--- config.mk ---
export PLATFORM = sky130hd
export DESIGN_NAME = lvds_rx_deframer
export DESIGN_NICKNAME = d
export VERILOG_FILES = /design/src/rtl/lvds_rx_deframer.sv
export SDC_FILE = /design/constraint.sdc
export NUM_CORES = 1
export LEC_CHECK = 0
export ABC_AREA = 1
export CELL_PAD_IN_SITES_DETAIL_PLACEMENT = 1
export CELL_PAD_IN_SITES_GLOBAL_PLACEMENT = 1
export CORE_AREA = 5 5 176 110
export DETAILED_ROUTE_END_ITERATION = 8
export DIE_AREA = 0 0 181 115
export HOLD_SLACK_MARGIN = 0.15
export PLACE_DENSITY = 0.8
export SYNTH_ARGS = -nofsm -noshare
export SYNTH_HDL_FRONTEND = slang
export SYNTH_SLANG_ARGS = --single-unit
--- constraint.sdc ---
create_clock -name rx_inclock -period 4.5 [get_ports rx_inclock]
set_clock_uncertainty 0.2 [all_clocks]
set_input_delay 0.675 -clock rx_inclock [delete_from_list [all_inputs] [get_ports rx_inclock]]
set_output_delay 0.675 -clock rx_inclock [all_outputs]
set_load 0.01 [all_outputs]
--- src/rtl/lvds_rx_deframer.sv ---
`default_nettype none
// ============================================================================
//  Module   : lvds_rx_deframer
//  Purpose  : LVDS receive link layer that bit-slips to the training byte,
//             waits for sync, and packs MSB-first bytes into a 32-bit FIFO.
//  Revision : 1.0  initial release
// ============================================================================
module lvds_rx_deframer #(
    parameter logic [7:0]  TRAIN_BYTE    = 8'h35,
    parameter logic [7:0]  SYNC_BYTE     = 8'h77,
    parameter logic [31:0] IDLE_WORD     = 32'h52525252,
    parameter int          DROP_IDLE     = 1,
    parameter int          SLIP_WAIT     = 4,
    parameter int          CONFIRM_COUNT = 8,
    parameter int          FIFO_DEPTH    = 4
) (
    input  logic        rx_inclock,
    input  logic        pll_areset,
    input  logic        rx_locked,
    input  logic [7:0]  rx_out,
    output logic        rx_data_align,
    output logic        rx_align_done,
    output logic [31:0] deq_rx_get,
    output logic        RDY_deq_rx_get,
    input  logic        EN_deq_rx_get,
    output logic        rx_overflow
);

    localparam int c_PTR_W   = (FIFO_DEPTH > 1) ? $clog2(FIFO_DEPTH) : 1;
    localparam int c_CNT_W   = c_PTR_W + 1;
    localparam int c_WAIT_W  = (SLIP_WAIT > 1) ? $clog2(SLIP_WAIT + 1) : 1;
    localparam int c_MATCH_W = (CONFIRM_COUNT > 1) ? $clog2(CONFIRM_COUNT + 1) : 1;

    localparam logic [c_WAIT_W-1:0]  c_WAIT_LAST  = c_WAIT_W'(SLIP_WAIT - 1);
    localparam logic [c_MATCH_W-1:0] c_MATCH_LAST = c_MATCH_W'(CONFIRM_COUNT - 1);
    localparam logic [c_CNT_W-1:0]   c_FULL       = c_CNT_W'(FIFO_DEPTH);

    localparam logic [2:0] S_WAIT_LOCK = 3'd0;
    localparam logic [2:0] S_HUNT      = 3'd1;
    localparam logic [2:0] S_SLIP_WAIT = 3'd2;
    localparam logic [2:0] S_CONFIRM   = 3'd3;
    localparam logic [2:0] S_WAIT_SYNC = 3'd4;
    localparam logic [2:0] S_DATA      = 3'd5;

    logic [2:0]           r_state;
    logic [2:0]           w_state_nxt;
    logic [c_WAIT_W-1:0]  r_wait;
    logic [c_WAIT_W-1:0]  w_wait_nxt;
    logic [c_MATCH_W-1:0] r_match;
    logic [c_MATCH_W-1:0] w_match_nxt;
    logic [1:0]           r_idx;
    logic [1:0]           w_idx_nxt;
    logic [23:0]          r_shift;
    logic [23:0]          w_shift_nxt;
    logic                 w_slip;
    logic                 w_wr_req;
    logic [31:0]          w_word;
    logic                 r_data_align;
    logic                 r_align_done;

    logic [31:0]          r_mem [FIFO_DEPTH];
    logic [c_PTR_W-1:0]   r_wr_ptr;
    logic [c_PTR_W-1:0]   r_rd_ptr;
    logic [c_PTR_W-1:0]   w_wr_nxt;
    logic [c_PTR_W-1:0]   w_rd_nxt;
    logic [c_CNT_W-1:0]   r_count;
    logic [c_CNT_W-1:0]   w_count_nxt;
    logic [31:0]          r_head;
    logic [31:0]          w_head_nxt;
    logic                 r_rdy;
    logic                 r_ovf;
    logic                 w_full;
    logic                 w_pop;
    logic                 w_wr_acc;
    logic                 w_ovf_set;

    // Link-training and framing state machine
    always_comb begin
        w_state_nxt = r_state;
        w_wait_nxt  = r_wait;
        w_match_nxt = r_match;
        w_idx_nxt   = r_idx;
        w_shift_nxt = r_shift;
        w_slip      = 1'b0;
        w_wr_req    = 1'b0;
        w_word      = {r_shift, rx_out};

        if (r_state != S_WAIT_LOCK && !rx_locked) begin
            w_state_nxt = S_WAIT_LOCK;
            w_idx_nxt   = 2'd0;
        end else begin
            case (r_state)
                S_WAIT_LOCK: begin
                    if (rx_locked) w_state_nxt = S_HUNT;
                end
                S_HUNT: begin
                    if (rx_out == TRAIN_BYTE) begin
                        w_match_nxt = c_MATCH_W'(1);
                        w_state_nxt = (CONFIRM_COUNT == 1) ? S_WAIT_SYNC : S_CONFIRM;
                    end else begin
                        w_slip      = 1'b1;
                        w_wait_nxt  = '0;
                        w_state_nxt = S_SLIP_WAIT;
                    end
                end
                S_SLIP_WAIT: begin
                    if (r_wait == c_WAIT_LAST) w_state_nxt = S_HUNT;
                    else                       w_wait_nxt  = r_wait + 1'b1;
                end
                S_CONFIRM: begin
                    if (rx_out != TRAIN_BYTE)       w_state_nxt = S_HUNT;
                    else if (r_match == c_MATCH_LAST) w_state_nxt = S_WAIT_SYNC;
                    else                            w_match_nxt = r_match + 1'b1;
                end
                S_WAIT_SYNC: begin
                    if (rx_out == SYNC_BYTE) begin
                        w_state_nxt = S_DATA;
                        w_idx_nxt   = 2'd0;
                    end
                end
                S_DATA: begin
                    w_shift_nxt = {r_shift[15:0], rx_out};
                    w_idx_nxt   = r_idx + 1'b1;
                    if (r_idx == 2'd3)
                        w_wr_req = !((DROP_IDLE != 0) && (w_word == IDLE_WORD));
                end
                default: w_state_nxt = S_WAIT_LOCK;
            endcase
        end
    end

    // Show-ahead FIFO; head and ready are precomputed so outputs come from flops
    always_comb begin
        w_full    = (r_count == c_FULL);
        w_pop     = EN_deq_rx_get && r_rdy;
        w_wr_acc  = w_wr_req && (!w_full || w_pop);
        w_ovf_set = w_wr_req && w_full && !w_pop;
        w_rd_nxt  = w_pop    ? r_rd_ptr + 1'b1 : r_rd_ptr;
        w_wr_nxt  = w_wr_acc ? r_wr_ptr + 1'b1 : r_wr_ptr;
        case ({w_wr_acc, w_pop})
            2'b10:   w_count_nxt = r_count + 1'b1;
            2'b01:   w_count_nxt = r_count - 1'b1;
            default: w_count_nxt = r_count;
        endcase
        if (w_count_nxt == '0)
            w_head_nxt = '0;
        else if (w_wr_acc && (r_wr_ptr == w_rd_nxt))
            w_head_nxt = w_word;
        else
            w_head_nxt = r_mem[w_rd_nxt];
    end

    always_ff @(posedge rx_inclock) begin
        if (w_wr_acc) r_mem[r_wr_ptr] <= w_word;
    end

    always_ff @(posedge rx_inclock or posedge pll_areset) begin
        if (pll_areset) begin
            r_state      <= S_WAIT_LOCK;
            r_wait       <= '0;
            r_match      <= '0;
            r_idx        <= 2'd0;
            r_shift      <= '0;
            r_data_align <= 1'b0;
            r_align_done <= 1'b0;
            r_wr_ptr     <= '0;
            r_rd_ptr     <= '0;
            r_count      <= '0;
            r_head       <= '0;
            r_rdy        <= 1'b0;
            r_ovf        <= 1'b0;
        end else begin
            r_state      <= w_state_nxt;
            r_wait       <= w_wait_nxt;
            r_match      <= w_match_nxt;
            r_idx        <= w_idx_nxt;
            r_shift      <= w_shift_nxt;
            r_data_align <= w_slip;
            r_align_done <= (w_state_nxt == S_WAIT_SYNC) || (w_state_nxt == S_DATA);
            r_wr_ptr     <= w_wr_nxt;
            r_rd_ptr     <= w_rd_nxt;
            r_count      <= w_count_nxt;
            r_head       <= w_head_nxt;
            r_rdy        <= (w_count_nxt != '0);
            if (w_ovf_set) r_ovf <= 1'b1;
        end
    end

    assign rx_data_align  = r_data_align;
    assign rx_align_done  = r_align_done;
    assign deq_rx_get     = r_head;
    assign RDY_deq_rx_get = r_rdy;
    assign rx_overflow    = r_ovf;

endmodule
`default_nettype wire

==> results of run 1 <==
[worst max path at each step]
stage	from	endpoint	cells past startpoint
finish	rx_out[4]	deq_rx_get[2]	15
floorplan	rx_out[7]	r_mem[0][0]	8
CTS	rx_out[4]	deq_rx_get[2]	15
global route	rx_out[7]	deq_rx_get[21]	17
detailed placement	rx_out[4]	deq_rx_get[2]	15
global placement	rx_out[4]	deq_rx_get[14]	15
[layer usage]
| layer | share of wire | wire [um] | up-vias | GRT usage |
|---|---|---|---|---|
| met5 | 0 | 0 | - | 0 |
| met4 | 0.018 | 432 | 0 | 0.04298 |
| met3 | 0.046 | 1107 | 29 | 0.03604 |
| met2 | 0.48 | 11460 | 151 | 0.3951 |
| met1 | 0.45 | 10850 | 3129 | 0.3193 |
| li1 | - | - | 2816 | - |
[cells in the final DEF, fill, tap and decap left out, types with 3 or more instances in the layout]
| cell type | Yosys | final |
|---|---|---|
| nor2_1 | 33 | 29 |
| inv_1 | 55 | 53 |
| buf_4 | 1 | 6 |
| a21oi_2 | 29 | 29 |
| a21oi_1 | 12 | 12 |
| nand3_1 | 77 | 77 |
| o21ai_0 | 58 | 58 |
| ha_1 | 8 | 8 |
| clkbuf_1 | 14 | 3 |
| xor2_1 | 3 | 3 |
| nand2_1 | 259 | 258 |
| nand2_2 | 7 | 8 |
| nor3_1 | 8 | 8 |
| inv_2 | 3 | 4 |
| dfrtp_1 | 79 | 79 |
| clkbuf_16 | 0 | 21 |
| buf_12 | 0 | 6 |
| edfxtp_1 | 128 | 128 |
| nor2_2 | 0 | 4 |
| clkdlybuf4s50_1 | 0 | 47 |
| clkinv_2 | 0 | 7 |
[sequential cells by signal (all words and copies together) (netlist names)]
signal / cells
deq_rx_get: 32
RDY_deq_rx_get: 1
r_idx: 2
r_shift: 24
rx_data_align: 1
r_wr_ptr: 2
rx_overflow: 1
rx_align_done: 1
r_match: 4
r_mem: 128
r_count: 3
r_rd_ptr: 2
r_wait: 3
r_state: 3
[stage by stage]
| stage | hold WS [ns] | setup slack (ns) |
|---|---|---|
| 2_1_floorplan | 0.2573 | 1.357 |
| 3_3_place_gp | 0.2672 | 0.7552 |
| 3_5_place_dp | 0.2858 | 0.5606 |
| 4_1_cts | 0.3022 | 1.008 |
| 5_1_grt | 0.3358 | 0.8437 |
| 6_report | 0.2981 | 0.9938 |
[power breakdown]
group          switching, W  leakage (nW)  internal, W
Combinational       0.00155          1.70     0.000806
Clock              0.000718         0.330      0.00100
Sequential        0.0000978          2.17      0.00218
[cell type report]
| cell class | instances | area, um2 |
|---|---|---|
| clock buffers | 26 | 564.3 |
| clock inverters | 10 | 101.3 |
| fillers | 1873 | 7473 |
| inverters | 58 | 219.0 |
| multi-input cells | 515 | 2525 |
| flip-flops and latches | 207 | 5821 |
| well taps | 240 | 300.3 |
| repair buffers | 59 | 635.6 |
[critical path: cells and delay by family]
family	cells	cell delay, ns
simple gates	10	1.48
fa+ha+maj	1	0.41
compound gates	1	0.10
buf+inv	3	0.98
[logic make-up after synthesis]
| logic type | Yosys count | synth area share |
|---|---|---|
| and+or+nand+nor | 395 | 0.1922 |
| DFF | 207 | 0.6637 |
| AOI/OAI and AO/OA | 106 | 0.07462 |
| buffers and inverters | 96 | 0.04979 |
| adders and majority gates | 9 | 0.01370 |
| xor gates and xnor gates | 4 | 0.004852 |
| muxes | 1 | 0.001141 |
==> flow_metrics.py, run 1 <==
metrics = {
    "clocking": {
        "cts_tree": "built",
        "ctsResizeCount": 0,
        "ctsHtreeMaxLevel": 1,
        "cts_buffer_depth": 3,
        "clk_latency_ns": 0.49,
        "numCtsBuffers": 20,
        "hold_buffers": 0,
        "post_cts_buffers": 0,
        "clock_sinks": 207,
        "cts_root_buf": "clkbuf_16",
        "clk_pin_slew_ns": 0.06,
    },
    "synthesis": {
        "synth_largest_area_cell": "edfxtp_1",
        "ys_seq_area_frac": 0.6637,
        "yosysMostFrequentCell": "nand2_1",
        "ys.flop_type": "edfxtp_1",
        "syn_nets": 839,
        "ys_top_cells_by_count": "nand2_1, edfxtp_1, dfrtp_1",
        "synth_area_leaders": "edfxtp_1, dfrtp_1, nand2_1",
        "ys_types": 35,
        "yosys_warnings": 0,
        "syn_area_um2": 8770,
        "avgSynthCellArea_um2": 10.72,
        "synth_edf_count": 128,
        "syn_inst": 818,
        "ys_seq_elements": 207,
        "async_flop_share": 0.3816,
        "netlist.area_leader.share": 0.4383,
    },
    "global_routing": {
        "grt_first_pass_wirelength_mm": 37.43,
        "overflow": 0,
        "grt_pass1_vias": 6620,
        "grt_usage": 0.2299,
        "grt_antenna_before_repair": 0,
        "grt_max_degree": 65,
    },
    "setup_path": {
        "r2r_start": "r_shift[3]",
        "startpoint_type": "primary input",
        "worstRegToRegCells": 15,
        "regToRegSetupSlack_ns": 1.24,
        "crit_chain": "clkdlybuf4s50_1, nand2_1, nor2_1, nand2_1, nor2_1, nand2_1, nand2_1, nand2_2, inv_1, fa_1, nand3_1, nand2_2, nor2_8, buf_12, a21oi_1",
        "cp_slowest_cell": "clkdlybuf4s50_1",
        "cpPeakStageDelay_ns": 0.65,
        "crit_type": "in2reg",
        "worstSetupEndpointType": "flop",
        "r2r-end": "deq_rx_get[2]",
        "cp_common_cell": "nand2_1",
        "arrival_ns": 3.65,
        "cp_max_fo": 20,
        "cp.required_ns": 4.65,
    },
    "timing": {
        "period_share": 0.7791,
        "fin_setup_tns_ns": 0,
        "setup-violations-final": 0,
        "finalHoldViolations": 0,
        "fmax_mhz": 285.2,
        "period_needed_ns": 3.506,
        "slew_viol_final": 0,
        "max_slew_margin": 0.4455,
        "rsz0062_at_grt": "false",
        "worst_slew_pin_slew_ns": 0.8318,
    },
    "layout": {
        "fin_area_um2": 10170,
        "syn2layout_area_growth_pct": 15.92,
        "final_util": 0.5763,
        "num-nets-final": 882,
        "insertedDiodeCount": 0,
        "drive_gt1_frac": 0.1131,
        "instances_no_fill": 1115,
    },
    "drt": {
        "finalWirelength_mm": 23.85,
        "avgRoutedWirePerCell_um": 21.39,
        "firstDrtPassIters": 5,
        "drt_iter0_drc": 488,
        "drc_errors": 0,
        "ant_nets": 0,
        "num_vias": 6125,
        "via_per_inst": 5.493,
    },
    "placement": {
        "hpwlAfterDp_mm": 14.45,
        "place_congestion": 0.8067,
        "io_buffers": 47,
        "dp.cells": 1079,
        "place_area_um2": 9500,
    },
    "min_path": {
        "whs_endpoint": "r_idx[0]",
        "hold_depth": 1,
        "hold_class": "reg2reg",
        "min_from": "r_idx[0]",
    },
    "job": {
        "drv_cap": 0,
    },
    "die": {
        "die_y_um": 115,
        "pin_count": 48,
        "die_width_um": 181,
        "fp.coreArea_um2": 17640,
        "die-area_um2": 20820,
        "fp-row-count": 38,
        "start_util": 0.4972,
    },
    "power": {
        "p_leak_nw": 4.197,
        "p_per_area_nw_per_um2": 624.8,
        "power_w": 0.006352,
        "ir_drop_v": 0.0004755,
    },
    "status": {
        "status": "completed",
    },
}
Note: power is estimated with default switching activity, not from simulation.
==> inputs of run 2 (changes only) <==
--- a/config.mk
+++ b/config.mk
@@ -8,11 +8,11 @@
 export ABC_AREA = 1
 export CELL_PAD_IN_SITES_DETAIL_PLACEMENT = 1
 export CELL_PAD_IN_SITES_GLOBAL_PLACEMENT = 1
-export CORE_AREA = 5 5 176 110
+export CORE_AREA = 5 5 181 113
 export DETAILED_ROUTE_END_ITERATION = 8
-export DIE_AREA = 0 0 181 115
+export DIE_AREA = 0 0 186 118
 export HOLD_SLACK_MARGIN = 0.15
-export PLACE_DENSITY = 0.8
+export PLACE_DENSITY = 0.76
 export SYNTH_ARGS = -nofsm -noshare
 export SYNTH_HDL_FRONTEND = slang
 export SYNTH_SLANG_ARGS = --single-unit
==> constraint.sdc (replaced) <==
create_clock -name rx_inclock -period 3.7 [get_ports rx_inclock]
set_clock_uncertainty 0.2 [all_clocks]
set_input_delay 0.555 -clock rx_inclock [delete_from_list [all_inputs] [get_ports rx_inclock]]
set_output_delay 0.555 -clock rx_inclock [all_outputs]
set_load 0.01 [all_outputs]
==> run 2 against run 1 <==
Against the previous run: flip-flop and latch count unchanged; core utilization decreased by 2.2 points; sequential share of layout area decreased by 0.93 points; clock-buffer cell count decreased by 2; first-iteration DRC count decreased by 7.2%; design area increased by 1.6%; highest routed layer unchanged.
==> flow_metrics.py, run 2 (synthesis gave the netlist of run 1 again) <==
metrics = {
    "status": {
        "status": "completed",
    },
    "power": {
        "power_w": 0.007933,
        "p_leak_nw": 4.280,
        "ir_drop_v": 0.0004366,
        "p_per_area_nw_per_um2": 767.7,
    },
    "placement": {
        "hpwlAfterDp_mm": 14.82,
        "place_congestion": 0.8034,
        "io_buffers": 47,
        "place_area_um2": 9641,
    },
    "timing": {
        "fmax_mhz": 316.2,
        "slew_viol_final": 0,
        "worst_slew_pin_slew_ns": 0.7730,
        "fin_setup_tns_ns": 0,
        "period_share": 0.8547,
        "setup-violations-final": 0,
        "period_needed_ns": 3.162,
        "rsz0062_at_grt": "false",
        "hold-worst-slack_ns": 0.2836,
        "finalHoldViolations": 0,
        "max_slew_margin": 0.4847,
    },
    "die": {
        "pin_count": 48,
        "die_width_um": 186,
        "die_y_um": 118,
        "fp-row-count": 39,
        "fp.coreArea_um2": 18640,
        "die-area_um2": 21950,
        "start_util": 0.4705,
    },
    "setup_path": {
        "arrival_ns": 3.31,
        "startpoint_type": "primary input",
        "regToRegSetupSlack_ns": 0.67,
        "crit_type": "in2reg",
        "cp.required_ns": 3.85,
        "crit_chain": "clkdlybuf4s50_1, inv_1, nand2_1, nor2_1, nand2_1, nor2_1, nand2_1, nand2_1, nand2_2, inv_1, fa_1, nand3_1, nand2_2, nor2_8, buf_12, a21oi_2",
        "crit_buf_inv": 4,
        "crit_family": "simple AND/OR/NAND/NOR gates",
        "cp_slowest_cell": "clkdlybuf4s50_1",
        "cp_common_cell": "nand2_1",
        "r2r_start": "r_shift[23]",
        "cp_max_fo": 15,
        "worstSetupEndpointType": "flop",
        "cpPeakStageDelay_ns": 0.51,
        "crit_start": "rx_out[3]",
    },
    "drt": {
        "ant_nets": 0,
        "via_per_inst": 5.428,
        "drt_iter0_drc": 453,
        "num_vias": 6145,
        "finalWirelength_mm": 23.63,
        "firstDrtPassIters": 4,
        "avgRoutedWirePerCell_um": 20.87,
        "drc_errors": 0,
    },
    "min_path": {
        "hold_class": "reg2reg",
        "min_from": "r_idx[0]",
    },
    "clocking": {
        "post_cts_buffers": 0,
        "ctsHtreeMaxLevel": 1,
        "clk_pin_slew_ns": 0.06,
        "numCtsBuffers": 20,
        "ctsResizeCount": 0,
        "cts_tree": "built",
        "clock_sinks": 207,
        "cts_buffer_depth": 3,
        "cts_root_buf": "clkbuf_16",
        "clk_latency_ns": 0.49,
        "hold_buffers": 0,
    },
    "layout": {
        "layout_common_cells": "nand2_1, edfxtp_1, dfrtp_1",
        "fin_area_um2": 10330,
        "top_register": "r_mem",
        "drive_gt1_frac": 0.1208,
        "final_util": 0.5544,
        "largest_register_ffs": 128,
        "fillers": 2009,
        "insertedDiodeCount": 0,
        "num-nets-final": 893,
        "final_common_cell": "nand2_1",
        "syn2layout_area_growth_pct": 17.83,
    },
    "global_routing": {
        "grt_usage": 0.2196,
        "grt_pass1_vias": 6720,
        "grt_max_degree": 59,
        "grt_first_pass_wirelength_mm": 37.67,
        "overflow": 0,
        "grt_antenna_before_repair": 0,
    },
    "job": {
        "drv_cap": 0,
    },
}
-- run 2: metal layers --
| layer | vias up | routed length (um) | GRT usage |
|---|---|---|---|
| met1 | 3153 | 10820 | 0.3120 |
| met5 | - | 0 | 0 |
| met2 | 126 | 11260 | 0.3590 |
| met4 | 0 | 450 | 0.04550 |
| met3 | 35 | 1097 | 0.03582 |
| li1 | 2831 | - | - |
-- run 2: through the flow --
stage	std cells	worst slack, ns
4_1_cts	1132	0.5496
6_report	1132	0.5376
3_5_place_dp	1096	0.09200
5_1_grt	1132	0.3102
3_3_place_gp	1096	0.2465
2_1_floorplan	818	0.6758
-- run 2: layout make-up --
| cell class | count | area [um2] | share of cell area |
|---|---|---|---|
| inverter | 58 | 219.0 | 0.02119 |
| sequential | 207 | 5821 | 0.5633 |
| timing repair buffer | 70 | 768.2 | 0.07434 |
| multi-input combinational | 515 | 2525 | 0.2443 |
| tap | 246 | 307.8 | 0.02979 |
| clock inverter | 12 | 156.4 | 0.01513 |
| clock buffer | 24 | 536.8 | 0.05194 |
-- run 2: worst paths after layout --
check                      depth (start not counted)       endpoint
max                                               16  deq_rx_get[0]
min                                                1       r_idx[0]
max reg2reg                                       15  deq_rx_get[0]
min reg2reg                                        1       r_idx[0]
max in group asynchronous                          3     r_shift[9]
min in group asynchronous                          2     r_match[1]
-- run 2: where the power goes --
part / switching (W) / internal [W] / leakage [nW]
sequential: 0.000113 / 0.00265 / 2.17
combinational: 0.00190 / 0.00108 / 1.77
clock: 0.000875 / 0.00131 / 0.343
-- run 2: worst reg2reg max path, stage by stage (launching register included) --
cell and delay, ns:
dfrtp_1 0.46, inv_1 0.10, nand2_1 0.07, nor2_1 0.19, nand2_1 0.08, nor2_1 0.11
nand2_1 0.15, nand2_1 0.14, nand2_2 0.09, inv_1 0.08, fa_1 0.41, nand3_1 0.12
nand2_2 0.11, nor2_8 0.26, buf_12 0.21, a21oi_2 0.09
==> inputs of run 3 (changes only) <==
--- a/config.mk
+++ b/config.mk
@@ -8,9 +8,12 @@
 export ABC_AREA = 1
 export CELL_PAD_IN_SITES_DETAIL_PLACEMENT = 1
 export CELL_PAD_IN_SITES_GLOBAL_PLACEMENT = 1
-export CORE_AREA = 5 5 181 113
+export CORE_AREA = 5 5 176 110
+export CTS_CLUSTER_SIZE = 12
 export DETAILED_ROUTE_END_ITERATION = 8
-export DIE_AREA = 0 0 186 118
+export DIE_AREA = 0 0 181 115
+export DONT_BUFFER_PORTS = 1
+export GPL_ROUTABILITY_DRIVEN = 1
 export HOLD_SLACK_MARGIN = 0.15
 export PLACE_DENSITY = 0.76
 export SYNTH_ARGS = -nofsm -noshare
==> run 3 against run 2 <==
Against the previous run: routed wire length fell by 5.5%; hold slack got worse by 0.12 ns; sequential share of layout area rose by 3.6 points; first-iteration DRC count fell by 13%; clock-buffer cell count rose by 13; critical path depth did not move; maximum frequency fell by 4.0%.
==> flow_metrics.py, run 3 (synthesis gave the netlist of run 1 again) <==
metrics = {
    "layout": {
        "num-nets-final": 847,
        "final_common_cell": "nand2_1",
        "largest_register_ffs": 128,
        "insertedDiodeCount": 0,
        "instances_no_fill": 1080,
        "drive_gt1_frac": 0.1083,
        "syn2layout_area_growth_pct": 10.81,
        "top_register": "r_mem",
        "layout_common_cells": "nand2_1, edfxtp_1, dfrtp_1",
    },
    "placement": {
        "hpwlAfterDp_mm": 13.43,
        "place_congestion": 0.7890,
        "io_buffers": 0,
        "dp.cells": 1033,
        "dp_slack_ns": 0.6242,
    },
    "setup_path": {
        "crit_family": "simple AND/OR/NAND/NOR gates",
        "crit_buf_inv": 4,
        "cp_max_fo": 20,
        "r2r_start": "r_state[1]",
        "crit_chain": "dlygate4sd3_1, inv_1, nand2_1, nor2_1, nand2_1, nor2_1, nand2_1, nand2_1, nand2_2, inv_1, fa_1, nand3_1, nand2_2, nor2_8, buf_12, a21oi_1",
        "worstSetupEndpointType": "flop",
        "crit_start": "rx_out[5]",
        "regToRegSetupSlack_ns": 0.65,
        "cpPeakStageDelay_ns": 0.65,
        "startpoint_type": "primary input",
        "arrival_ns": 3.43,
        "cp_common_cell": "nand2_1",
        "cp_slowest_cell": "dlygate4sd3_1",
        "crit_type": "in2reg",
        "cp.required_ns": 3.84,
    },
    "global_routing": {
        "grt_first_pass_wirelength_mm": 35.36,
        "grt_antenna_before_repair": 0,
        "met2_usage": 0.3577,
        "grtUsageMet1": 0.3121,
        "overflow": 0,
        "grt_pass1_vias": 6304,
        "grt_usage": 0.2167,
        "met3_usage": 0.03889,
        "busiest_layer": "met2",
        "grt_max_degree": 67,
    },
    "drt": {
        "firstDrtPassIters": 5,
        "drt_iter0_drc": 392,
        "finalWirelength_mm": 22.34,
        "avgRoutedWirePerCell_um": 20.68,
        "drc_errors": 0,
        "num_vias": 5878,
        "ant_nets": 0,
        "via_per_inst": 5.443,
    },
    "timing": {
        "period_share": 0.8899,
        "max_slew_margin": 0.5715,
        "finalHoldViolations": 0,
        "period_needed_ns": 3.293,
        "fmax_mhz": 303.7,
        "hold-worst-slack_ns": 0.1657,
        "setup-violations-final": 0,
        "fin_setup_tns_ns": 0,
        "slew_viol_final": 0,
        "rsz0062_at_grt": "false",
        "worst_slew_pin_slew_ns": 0.6428,
        "worst_slack_ns": 0.4074,
    },
    "clocking": {
        "clk_pin_slew_ns": 0.06,
        "cts_root_buf": "clkbuf_16",
        "clock_sinks": 207,
        "cts_tree": "built",
        "cts_buffer_depth": 3,
        "ctsHtreeMaxLevel": 1,
        "numCtsBuffers": 21,
        "clk_latency_ns": 0.49,
    },
    "die": {
        "die-area_um2": 20820,
        "die_y_um": 115,
        "fp.coreArea_um2": 17640,
        "fp-row-count": 38,
        "die_width_um": 181,
        "pin_count": 48,
        "start_util": 0.4972,
    },
    "min_path": {
        "min_from": "rx_out[3]",
        "hold_class": "in2reg",
    },
    "job": {
        "drv_cap": 0,
    },
    "status": {
        "status": "completed",
    },
    "power": {
        "p_leak_nw": 4.024,
        "p_per_area_nw_per_um2": 749.1,
        "ir_drop_v": 0.0003267,
    },
}
run 3: cell types whose count changed in the layout (fill, tap and decap cells not counted), sizes merged:
cell           previous run  this run
dlygate4sd3               0        10
clkinv                   10         1
clkbuf                   24        37
bufinv                    4         0
inv                      56        57
clkdlybuf4s50            47         0
buf                      23        13
run 3: area by class of cell:
class / count / area (um2)
multi-input cells: 515 / 2525
fillers: 1892 / 7921
inverters: 58 / 219.0
clock buffers: 37 / 605.6
repair buffers: 23 / 247.7
well taps: 240 / 300.3
flip-flops and latches: 207 / 5821
run 3: report_power, final:
group | internal [W] | switching [W] | total (W)
combinational | 0.000769 | 0.00172 | 0.00249
clock | 0.00110 | 0.000842 | 0.00194
sequential | 0.00266 | 0.000189 | 0.00285
total | 0.00453 | 0.00275 | 0.00728
run 3: path summary, 6_finish.rpt:
| check | to | depth (start not counted) |
|---|---|---|
| min | deq_rx_get[3] | 2 |
| max | deq_rx_get[2] | 16 |
| max in group asynchronous | r_rd_ptr[0] | 3 |
| min reg2reg | r_idx[0] | 1 |
| min in group asynchronous | r_wait[2] | 2 |
| max reg2reg | deq_rx_get[14] | 13 |
run 3: through the flow:
stage	util	power, W	cell area, um2
2_1_floorplan	-	0.004727	8770
3_3_place_gp	0.5109	0.005220	9012
3_5_place_dp	0.5109	0.005345	9012
4_1_cts	0.5509	0.007327	9718
5_1_grt	0.5509	0.007730	9718
6_report	0.5509	0.007280	9718
run 3: worst reg2reg max path, cell delays in order, from the launching register on:
cell	delay, ns
dfrtp_1	0.47
nor3_4	0.29
nand2_2	0.11
nor2_4	0.18
nand2_1	0.11
nand2_2	0.11
inv_1	0.07
fa_1	0.39
inv_1	0.07
nand2_1	0.06
nand2_1	0.08
nand2_2	0.06
nand2_4	0.47
a21oi_1	0.22
run 3: what timing repair did:
item | 4_1_cts | 5_1_grt
hold buffers | 10 | 0
hold endpoints to repair | 133 | 0
gates resized for setup | 0 | 0
setup buffers | 0 | 0
run 3: metal layers:
metal  wire, um  vias up
met5          0        -
met4        263        0
li1           -     2740
met2      10310      140
met1      10470     2978
met3       1300       20
